[src/rtl/iob_soc_sut_rst_seq_pkg.sv]
// Shared definitions for the SUT reset/bring-up sequencer: 3-bit state codes
// (also used for software status decode) and a counter sizing helper.
package iob_soc_sut_rst_seq_pkg;

  localparam logic [2:0] S_HOLD      = 3'd0;
  localparam logic [2:0] S_WAIT_LOCK = 3'd1;
  localparam logic [2:0] S_WAIT_CAL  = 3'd2;
  localparam logic [2:0] S_RUN       = 3'd3;
  localparam logic [2:0] S_RETRY     = 3'd4;
  localparam logic [2:0] S_FAIL      = 3'd5;

  typedef enum logic [2:0] {
    ST_HOLD      = S_HOLD,
    ST_WAIT_LOCK = S_WAIT_LOCK,
    ST_WAIT_CAL  = S_WAIT_CAL,
    ST_RUN       = S_RUN,
    ST_RETRY     = S_RETRY,
    ST_FAIL      = S_FAIL
  } state_t;

  function automatic int max3(input int a, input int b, input int c);
    int m;
    m = (a > b) ? a : b;
    return (m > c) ? m : c;
  endfunction

endpackage

[src/rtl/iob_sync.sv]
// Two-flop synchroniser for asynchronous level inputs; cleared to 0 by the
// asynchronous reset.
module iob_sync #(
  parameter int WIDTH = 1
) (
  input  logic             clk,
  input  logic             arst_n,
  input  logic [WIDTH-1:0] d,
  output logic [WIDTH-1:0] q
);

  logic [WIDTH-1:0] meta;

  always_ff @(posedge clk or negedge arst_n) begin
    if (!arst_n) begin
      meta <= '0;
      q    <= '0;
    end else begin
      meta <= d;
      q    <= meta;
    end
  end

endmodule

[src/rtl/iob_soc_sut_rst_seq.sv]
// Reset/bring-up sequencer: holds DDR3 in reset, waits for stable PLL lock and
// calibration with bounded retries, then releases the SUT core reset.
//
// state     | meaning
// ----------+---------------------------------------------------------------
// HOLD      | DDR controller held in reset for RST_HOLD cycles
// WAIT_LOCK | DDR released, waiting for LOCK_STABLE consecutive lock cycles
// WAIT_CAL  | waiting for init_done & cal_success, bounded by CAL_TIMEOUT
// RUN       | memory usable, SUT core out of reset
// RETRY     | one-cycle bookkeeping of a failed attempt
// FAIL      | retries exhausted; terminal until arst_n_i
module iob_soc_sut_rst_seq
  import iob_soc_sut_rst_seq_pkg::*;
#(
  parameter int RST_HOLD    = 16,
  parameter int LOCK_STABLE = 1024,
  parameter int CAL_TIMEOUT = 1 << 20,
  parameter int MAX_RETRIES = 3
) (
  input  logic       clk_i,
  input  logic       arst_n_i,
  input  logic       pll_locked_i,
  input  logic       init_done_i,
  input  logic       cal_success_i,
  input  logic       cal_fail_i,
  output logic       ddr_rst_n_o,
  output logic       sys_rst_o,
  output logic       fail_o,
  output logic [2:0] state_o,
  output logic [1:0] retries_o
);

  localparam int CW = $clog2(max3(RST_HOLD, LOCK_STABLE, CAL_TIMEOUT)) + 1;
  localparam logic [CW-1:0] HOLD_LOAD   = CW'(RST_HOLD - 1);
  localparam logic [CW-1:0] LOCK_LAST   = CW'(LOCK_STABLE - 1);
  localparam logic [CW-1:0] CAL_LAST    = CW'(CAL_TIMEOUT - 1);
  localparam logic [CW-1:0] CNT_ONE     = CW'(1);
  localparam logic [1:0]    RETRY_LIMIT = 2'(MAX_RETRIES);

  logic [3:0]    status_raw;
  logic [3:0]    status_s;
  logic          lock_s, done_s, ok_s, fail_s;
  state_t        state_q, state_d;
  logic [CW-1:0] cnt_q, cnt_d;
  logic [1:0]    retries_q, retries_d;
  logic          ddr_rst_n_d, sys_rst_d, fail_d;

  assign status_raw = {cal_fail_i, cal_success_i, init_done_i, pll_locked_i};

  iob_sync #(.WIDTH(4)) u_sync (
    .clk    (clk_i),
    .arst_n (arst_n_i),
    .d      (status_raw),
    .q      (status_s)
  );

  assign {fail_s, ok_s, done_s, lock_s} = status_s;

  always_comb begin
    state_d = state_q;
    cnt_d   = cnt_q;
    unique case (state_q)
      ST_HOLD: begin
        if (cnt_q == '0) state_d = ST_WAIT_LOCK;
        else             cnt_d   = cnt_q - CNT_ONE;
      end
      ST_WAIT_LOCK: begin
        if (!lock_s)                 cnt_d   = '0;
        else if (cnt_q == LOCK_LAST) state_d = ST_WAIT_CAL;
        else                         cnt_d   = cnt_q + CNT_ONE;
      end
      ST_WAIT_CAL: begin
        // cal_fail outranks success, which outranks lock loss and timeout
        if (fail_s)                 state_d = ST_RETRY;
        else if (done_s && ok_s)    state_d = ST_RUN;
        else if (!lock_s)           state_d = ST_HOLD;
        else if (cnt_q == CAL_LAST) state_d = ST_RETRY;
        else                        cnt_d   = cnt_q + CNT_ONE;
      end
      ST_RUN: begin
        if (!lock_s || !done_s) state_d = ST_HOLD;
      end
      ST_RETRY: begin
        state_d = (retries_q == RETRY_LIMIT) ? ST_FAIL : ST_HOLD;
      end
      ST_FAIL: begin
        state_d = ST_FAIL;
      end
      default: begin
        state_d = ST_HOLD;
      end
    endcase

    // the single counter is reloaded on every state entry
    if (state_d != state_q) cnt_d = (state_d == ST_HOLD) ? HOLD_LOAD : '0;

    retries_d = retries_q;
    if (state_d == ST_RETRY && state_q != ST_RETRY && retries_q != RETRY_LIMIT)
      retries_d = retries_q + 2'd1;

    ddr_rst_n_d = state_d inside {ST_WAIT_LOCK, ST_WAIT_CAL, ST_RUN};
    sys_rst_d   = (state_d != ST_RUN);
    fail_d      = fail_o || (state_d == ST_FAIL);
  end

  always_ff @(posedge clk_i or negedge arst_n_i) begin
    if (!arst_n_i) begin
      state_q     <= ST_HOLD;
      cnt_q       <= HOLD_LOAD;
      retries_q   <= '0;
      ddr_rst_n_o <= 1'b0;
      sys_rst_o   <= 1'b1;
      fail_o      <= 1'b0;
    end else begin
      state_q     <= state_d;
      cnt_q       <= cnt_d;
      retries_q   <= retries_d;
      ddr_rst_n_o <= ddr_rst_n_d;
      sys_rst_o   <= sys_rst_d;
      fail_o      <= fail_d;
    end
  end

  assign state_o   = state_q;
  assign retries_o = retries_q;

endmodule

[config.mk]
export PLATFORM = sky130hd
export DESIGN_NAME = iob_soc_sut_rst_seq
export DESIGN_NICKNAME = d
export VERILOG_FILES = /design/src/rtl/iob_soc_sut_rst_seq_pkg.sv /design/src/rtl/iob_sync.sv /design/src/rtl/iob_soc_sut_rst_seq.sv
export SDC_FILE = /design/constraint.sdc
export NUM_CORES = 1
export LEC_CHECK = 0
export ABC_AREA = 1
export CAP_MARGIN = 20
export CELL_PAD_IN_SITES_DETAIL_PLACEMENT = 0
export CELL_PAD_IN_SITES_GLOBAL_PLACEMENT = 1
export CORE_ASPECT_RATIO = 1.2
export CORE_MARGIN = 2
export CORE_UTILIZATION = 40
export DETAILED_ROUTE_END_ITERATION = 7
export PLACE_DENSITY_LB_ADDON = 0.05
export SYNTH_ARGS = -nofsm -noshare
export SYNTH_HDL_FRONTEND = slang
export SYNTH_SLANG_ARGS = --single-unit
export TNS_END_PERCENT = 1
[constraint.sdc]
create_clock -name clk_i -period 2 [get_ports clk_i]
set_input_delay 0.2 -clock clk_i [delete_from_list [all_inputs] [get_ports clk_i]]
set_output_delay 0.2 -clock clk_i [all_outputs]
set_load 0.005 [all_outputs]
======== Word-level counts from Yosys, hierarchy flattened ========
Cells that the tools add are included.
cells by class
  add/sub/neg operators ................... 3
  equality and inequality tests ........... 23
  multiplexer cells ....................... 20
  reduce and logical (&&, ||, !) cells .... 13
operators with widths
  cell                   count
  $mux 21                8
  $pmux 21 s3            1
  $mux 3                 9
  $add 21x1->21 const B  1
  $eq 21x10->1 const B   1
  $eq 21x20->1 const B   1
  $logic_not 21->1       1
  $sub 21x1->21 const B  1
  $pmux 3 s6             1
  $ne 3x3->1 const B     5
  $eq 3x2->1 const B     4
  $eq 3x3->1 const B     4
  $reduce_and 7->1       1
  $eq 3x1->1 const B     2
  $logic_not 3->1        2
  $ne 3x2->1 const B     2
  $mux 4                 1
  $ne 4x4->1 const B     1
  $reduce_bool 4->1      1
  $logic_and 1x1->1      3
  $ne 3x3->1             1
  $reduce_bool 3->1      1
  $add 2x1->2 const B    1
  $eq 2x2->1 const B     1
  other kinds (3)        5
word-level totals
  bits in registers ....................... 37
  input port bits ......................... 6
  logic and storage cells ................. 67

======== Depth between registers and ports, before layout ========
  word-level depth ........................ 9
  depth in mapped cells ................... 17
  depth with buffers taken out ............ 16

======== Hierarchy ========
From an unflattened synthesis, not the netlist that was laid out.
unflattened totals
  cells, all modules ...................... 404
  area total of the unflattened synthesis .. 2720.1 sq um
by module, submodules not included
  module               times used  cells an instance  area each (sq um)
  iob_soc_sut_rst_seq  1           396                2519.9
  iob_sync             1           8                  200.2

======== Worst setup path after synthesis ========
OpenSTA, ideal clock, no wires.
  path type ............................... reg-to-reg
  start point ............................. reg cnt_q[0]
  end point ............................... reg cnt_q[17]
  library setup time ...................... 0.129 ns
  arrival time ............................ 1.952 ns
  data required time ...................... 1.871 ns
  setup slack ............................. -0.081 ns
  cell stages (with the launch flop) ...... 13
  path buffers ............................ 0
  cell sequence ........................... dfstp_2 -> ha_1 -> nand3_4 -> nor2_4 -> nand2_2 -> nor2_2 -> nand2_2 -> nor2_4 -> inv_2 -> nand3_2 -> clkinv_1 -> o21ai_0 -> o21ai_0
on the way
  word-level cells in the longest chain between the ends .. 9
RTL lines
  item                                          RTL line                    RTL
  start: declaration                            iob_soc_sut_rst_seq.sv:44   logic [CW-1:0] cnt_q, cnt_d;
  start signal: assignment                      iob_soc_sut_rst_seq.sv:116  cnt_q <= cnt_d;
  $eq 21x20->1                                  iob_soc_sut_rst_seq.sv:77   else if (cnt_q == CAL_LAST) state_d = ST_RETRY;
  $mux 3                                        iob_soc_sut_rst_seq.sv:77
  $mux 3                                        iob_soc_sut_rst_seq.sv:76   else if (!lock_s) state_d = ST_HOLD;
  $mux 3                                        iob_soc_sut_rst_seq.sv:75   else if (done_s && ok_s) state_d = ST_RUN;
  $mux 3                                        iob_soc_sut_rst_seq.sv:74   if (fail_s) state_d = ST_RETRY;
  $pmux 3 s6                                    iob_soc_sut_rst_seq.sv:62   unique case (state_q)
  $ne 3x3->1                                    iob_soc_sut_rst_seq.sv:95   if (state_d != state_q) cnt_d = (state_d == ST_HOLD) ? HOLD_LOAD : '0;
  $ne 4x4->1 (no line) (tied with other cells)  --
  $reduce_and 7->1 (no line)                    --
Several ways; a longest one is shown, not always the timed one. The select of a mux whose other input is x is not followed.
A chain may end at the register's enable or synchronous reset.

======== Worst setup path in the final report ========
  start point ............................. reg cnt_q[1]
  end point ............................... reg cnt_q[15]
The elaborated chain is that of the path after synthesis.

==> metrics.md <==
| Metric | Value |
|---|---|
| Status | `finished, violations left` |
| Failing checks | `negative hold slack, negative setup slack` |
| Initial Utilization | `41.7%` |
| Via density | `4.95` |
| Die Width | `81.6 microns` |
| Synthesized cell area | `0.00289 sq mm` |
| Clk root buf | `clkbuf_8` |
| Simple-gate share of the synthesized area | `40.2%` |
| Antenna viol nets, final | `0` |
| Synth Area in Adders | `1.73%` |
| Fin Hold WS | `-7.52 ps` |
| Routed length per placed instance | `14.3 microns` |
| EDFF count, synth | `0` |
| Initial drt markers | `100` |
| Worst setup EP type | `flip-flop` |
| Initial antenna violation count | `0` |
| Clk sink count | `37` |
| Pin count of the biggest net entering global routing | `35` |
| Share of the synthesized area in the top cell type | `27.7%` |
| Synthesized area per cell | `7.27 sq um` |
| Detailed placement HPWL | `6.19 mm` |
| Pleak | `roughly 1.8 nW` |
| Pre-antenna DRT Iters | `4` |
| Reg clk slew, reported paths | `90 ps` |
| Max Fclk | `just under 500 MHz` |
| Largest stage delay on the critical path | `around 570 ps` |
| Data arrival, critical path | `between 2000 and 2500 ps` |
| Worst-path cell chain | `ha_4 -> nand3_4 -> nor2_4 -> nand2_2 -> nor2_4 -> a21oi_2 -> nor2_4 -> nand3_4 -> nand2_4 -> nand4_4 -> buf_12 -> o21ai_0` |
| Async set-or-reset flop fraction in the synthesized netlist | `between 90% and 100%` |
| DRC violations left | `0` |
| Final Max Tran Viols | `0` |
| Number of fillers in the final layout | `713` |
| Most used cell, CP | `nor2_4` |
| Post-synth top flop | `dfrtp_1` |
| Critical Path Source Type | `flip-flop` |
| Total grt overflow | `0` |
| Placer Congestion | `0.825` |
| Max-cap violations | `0` |
| Top post-synthesis cells by area | `dfrtp_1 28%, nand2_1 13%, nor2_1 5.8%, inv_1 5.7%, o21ai_0 5.5%` |
| Distinct cells, synth | `44` |
| Max clock buf depth | `2` |
| Peak supply drop | `365 uV` |
| Largest family of logic cells by synthesized area | `simple AND/OR/NAND/NOR gates` |
| Area occupied by multi-input gates | `0.00175 sq mm` |
| Worst skew pair latency | `300 ps` |
| Core box area | `0.00694 sq mm` |
| CTS tree | `done` |
| Place WS | `-174 ps` |
| Clock skew | `14.9 ps` |
| Setup TNS | `-792 ps` |
| Sequential cell area | `just over 900 sq um` |
| Syn-to-layout area delta | `28.1%` |
| Worst Path Max Fanout | `12` |
| GR peak layer | `met2` |
| CTS Buf Count | `5` |
| DR vias | `2765` |
| Worst EP required | `2220 ps` |
| GRT met3 Usage | `3.72%` |
| Kind of critical path | `reg2reg` |
| Post-layout minimum cycle time | `2070 ps` |
| Ys Warns | `0` |
| Final Net Count | `481` |
| I/O pins | `14` |
| Seq/Total Area, Yosys | `32.2%` |
| Worst slew margin | `44.9%` |
| Least-Margin Pin Slew | `just over 800 ps` |
| Cell family with most CP delay | `simple AND/OR/NAND/NOR gates` |
| Final number of setup-violating endpoints | `20` |
| Power per Cell Area | `512 mW/mm^2` |
| Global-route usage over all layers | `approximately 22%` |
| Grt met2 use | `38.2%` |
| Die height | `97.1 microns` |
| Hold Buf Count CTS | `0` |
| Fin area | `about 0.0037 sq mm` |
| Syn Nets | `about 400` |
| #FFs+latches synth | `37` |
| CP Buf/Inv Count | `1` |
| # rows | `33` |
| Number of buffers added on ports | `13` |
| Tot Pwr | `0.00190 W` |
| Synth Area in XOR/XNOR | `4.24%` |
| Share of cells above drive strength 1 | `30.9%` |
| Final worst slack | `-66.1 ps` |
| Slowest CP cell | `dfstp_2` |
| Worst min path class | `in2async` |
| Number of global-route vias before repair | `2821` |
| Final period util | `103%` |
| RSZ-0062 raised after global routing | `true` |
| Mapped Cells | `398` |
| Total Die Area | `0.00793 sq mm` |
| H-Tree Depth | `2` |
| Yosys top cell by area | `dfrtp_1` |
| Area post-placement | `roughly 0.0035 sq mm` |
| Mux contribution to synthesized area | `0.389%` |
| First-pass GRT wire length | `13.6 mm` |
| N_diodes | `0` |
| GR Util met1 | `28.1%` |
| Final Hold Viols | `13` |
| Post-Route WL | `7.98 mm` |
| Synth Area in Compound Gates | `11.9%` |
==> final timing paths <==
kind | slack, ps | startpoint | endpoint | depth (start not counted)
min reg2reg | 350 | u_sync.meta[0]$_DFF_PN0_ | u_sync.q[0]$_DFF_PN0_ | 0
max in group asynchronous | 1300 | arst_n_i | cnt_q[1]$_DFFE_PN1P_ | 2
max | -70 | cnt_q[1]$_DFFE_PN1P_ | cnt_q[15]$_DFFE_PN0P_ | 12
max reg2reg | -70 | cnt_q[1]$_DFFE_PN1P_ | cnt_q[15]$_DFFE_PN0P_ | 12
min in group clk_i | 340 | pll_locked_i | u_sync.meta[0]$_DFF_PN0_ | 1
min | -8 | arst_n_i | cnt_q[10]$_DFFE_PN0P_ | 1
==> cell usage after synthesis, types with 2 or more instances <==
| master | n |
|---|---|
| and3_1 | 2 |
| nand3_4 | 3 |
| nand3_2 | 3 |
| a21oi_1 | 8 |
| o21ai_0 | 32 |
| nor2_4 | 6 |
| nor3b_1 | 2 |
| nand4_1 | 11 |
| buf_2 | 3 |
| o22ai_1 | 2 |
| nor2_1 | 45 |
| o211ai_1 | 2 |
| buf_4 | 2 |
| buf_6 | 2 |
| clkinv_1 | 2 |
| nand2_1 | 98 |
| dfrtp_1 | 32 |
| o21ai_2 | 3 |
| or2_2 | 3 |
| ha_1 | 4 |
| nor4_1 | 2 |
| nand3_1 | 13 |
| xor2_1 | 13 |
| dfstp_2 | 5 |
| inv_2 | 6 |
| nand2_4 | 6 |
| inv_1 | 44 |
| nor3_1 | 13 |
| nand2_2 | 8 |
| o22ai_2 | 3 |
| nor2_2 | 7 |
==> metal layers <==
metal / share of wire (%) / up-vias / routed length (microns)
li1: - / 1438 / -
met3: 2.4 / 6 / 188
met5: 0 / - / 0
met2: 51 / 27 / 4100
met1: 45 / 1294 / 3610
met4: 1.1 / 0 / 87
==> what timing repair did <==
item | 4_1_cts | 5_1_grt
pin swaps | 4 | 7
setup buffers | 1 | 4
gates resized for setup | 8 | 19
setup endpoints to repair | 23 | 23
cloned | 0 | 0
endpoints found under the hold margin | 0 | 0
==> kinds of logic (layout without fill, tap and decap cells) <==
family,after synthesis,count (layout)
AND/OR/NAND/NOR,226,226
XOR/XNOR,14,14
buffers and inverters,61,135
AO/OA/AOI/OAI,55,55
adder cells (fa/ha/maj),4,4
flip-flops,37,37
multiplexers,1,1
==> power by group <==
| part | total, W | switching, W | internal (W) |
|---|---|---|---|
| logic | 0.000527 | 0.000283 | 0.000244 |
| registers | 0.000816 | 0.0000321 | 0.000784 |
| clock network | 0.000552 | 0.000307 | 0.000245 |
==> through the flow <==
| step | util, % | std cells |
|---|---|---|
| final | 53.4 | 559 |
| after global routing | 53.4 | 559 |
| after CTS | 52.4 | 555 |
| after detailed placement | 50.5 | 546 |
| after global placement | 50.5 | 546 |
| after floorplan | - | 398 |
==> worst reg2reg max path, delay by kind of cell, from the launching register on <==
| kind | cells | cell delay, ps |
|---|---|---|
| AO/OA/AOI/OAI | 2 | 200 |
| AND/OR/NAND/NOR | 8 | 880 |
| buffers and inverters | 1 | 190 |
| adder cells (fa/ha/maj) | 1 | 160 |
| flip-flops | 1 | 570 |
==> state kept, by name, indices dropped and copies added, names as in the netlist <==
register and cells:
cnt_q 21, u_sync.meta 4, u_sync.q 4, state_o 3
retries_o 2, ddr_rst_n_o 1, fail_o 1, sys_rst_o 1
==> cells in the final DEF, fill, tap and decap left out, types with 2 or more instances in the layout <==
cell              n
nor3_1           13
or2_2             3
nand2_1          94
buf_4            56
ha_1              2
o22ai_2           3
a21oi_1           8
nand3_2           3
o21ai_1           4
nor2_2           10
nor4_1            2
inv_1            42
clkdlybuf4s50_1  12
nor2_4            8
dfstp_2           5
dfrtp_1          32
nor3b_2           3
nand3_1          13
o22ai_1           2
and3_1            2
o21ai_0          27
nand2_2          12
nand2_4           6
buf_12            2
clkinv_1          2
o211ai_1          2
inv_2             8
nand4_1          11
o21ai_2           4
nor2_1           40
clkbuf_8          5
nand3_4           3
buf_6             3
xor2_1           13
clkinvlp_4        3
==> final cells by class <==
type	count	share of cell area, %
inverter	53	5.40
tap	87	2.94
multi-input combinational	300	47.3
clock inverter	3	0.608
sequential	37	25.2
clock buffer	5	1.86
timing repair buffer	74	16.7
No activity file was read; power rests on OpenSTA's default activity.
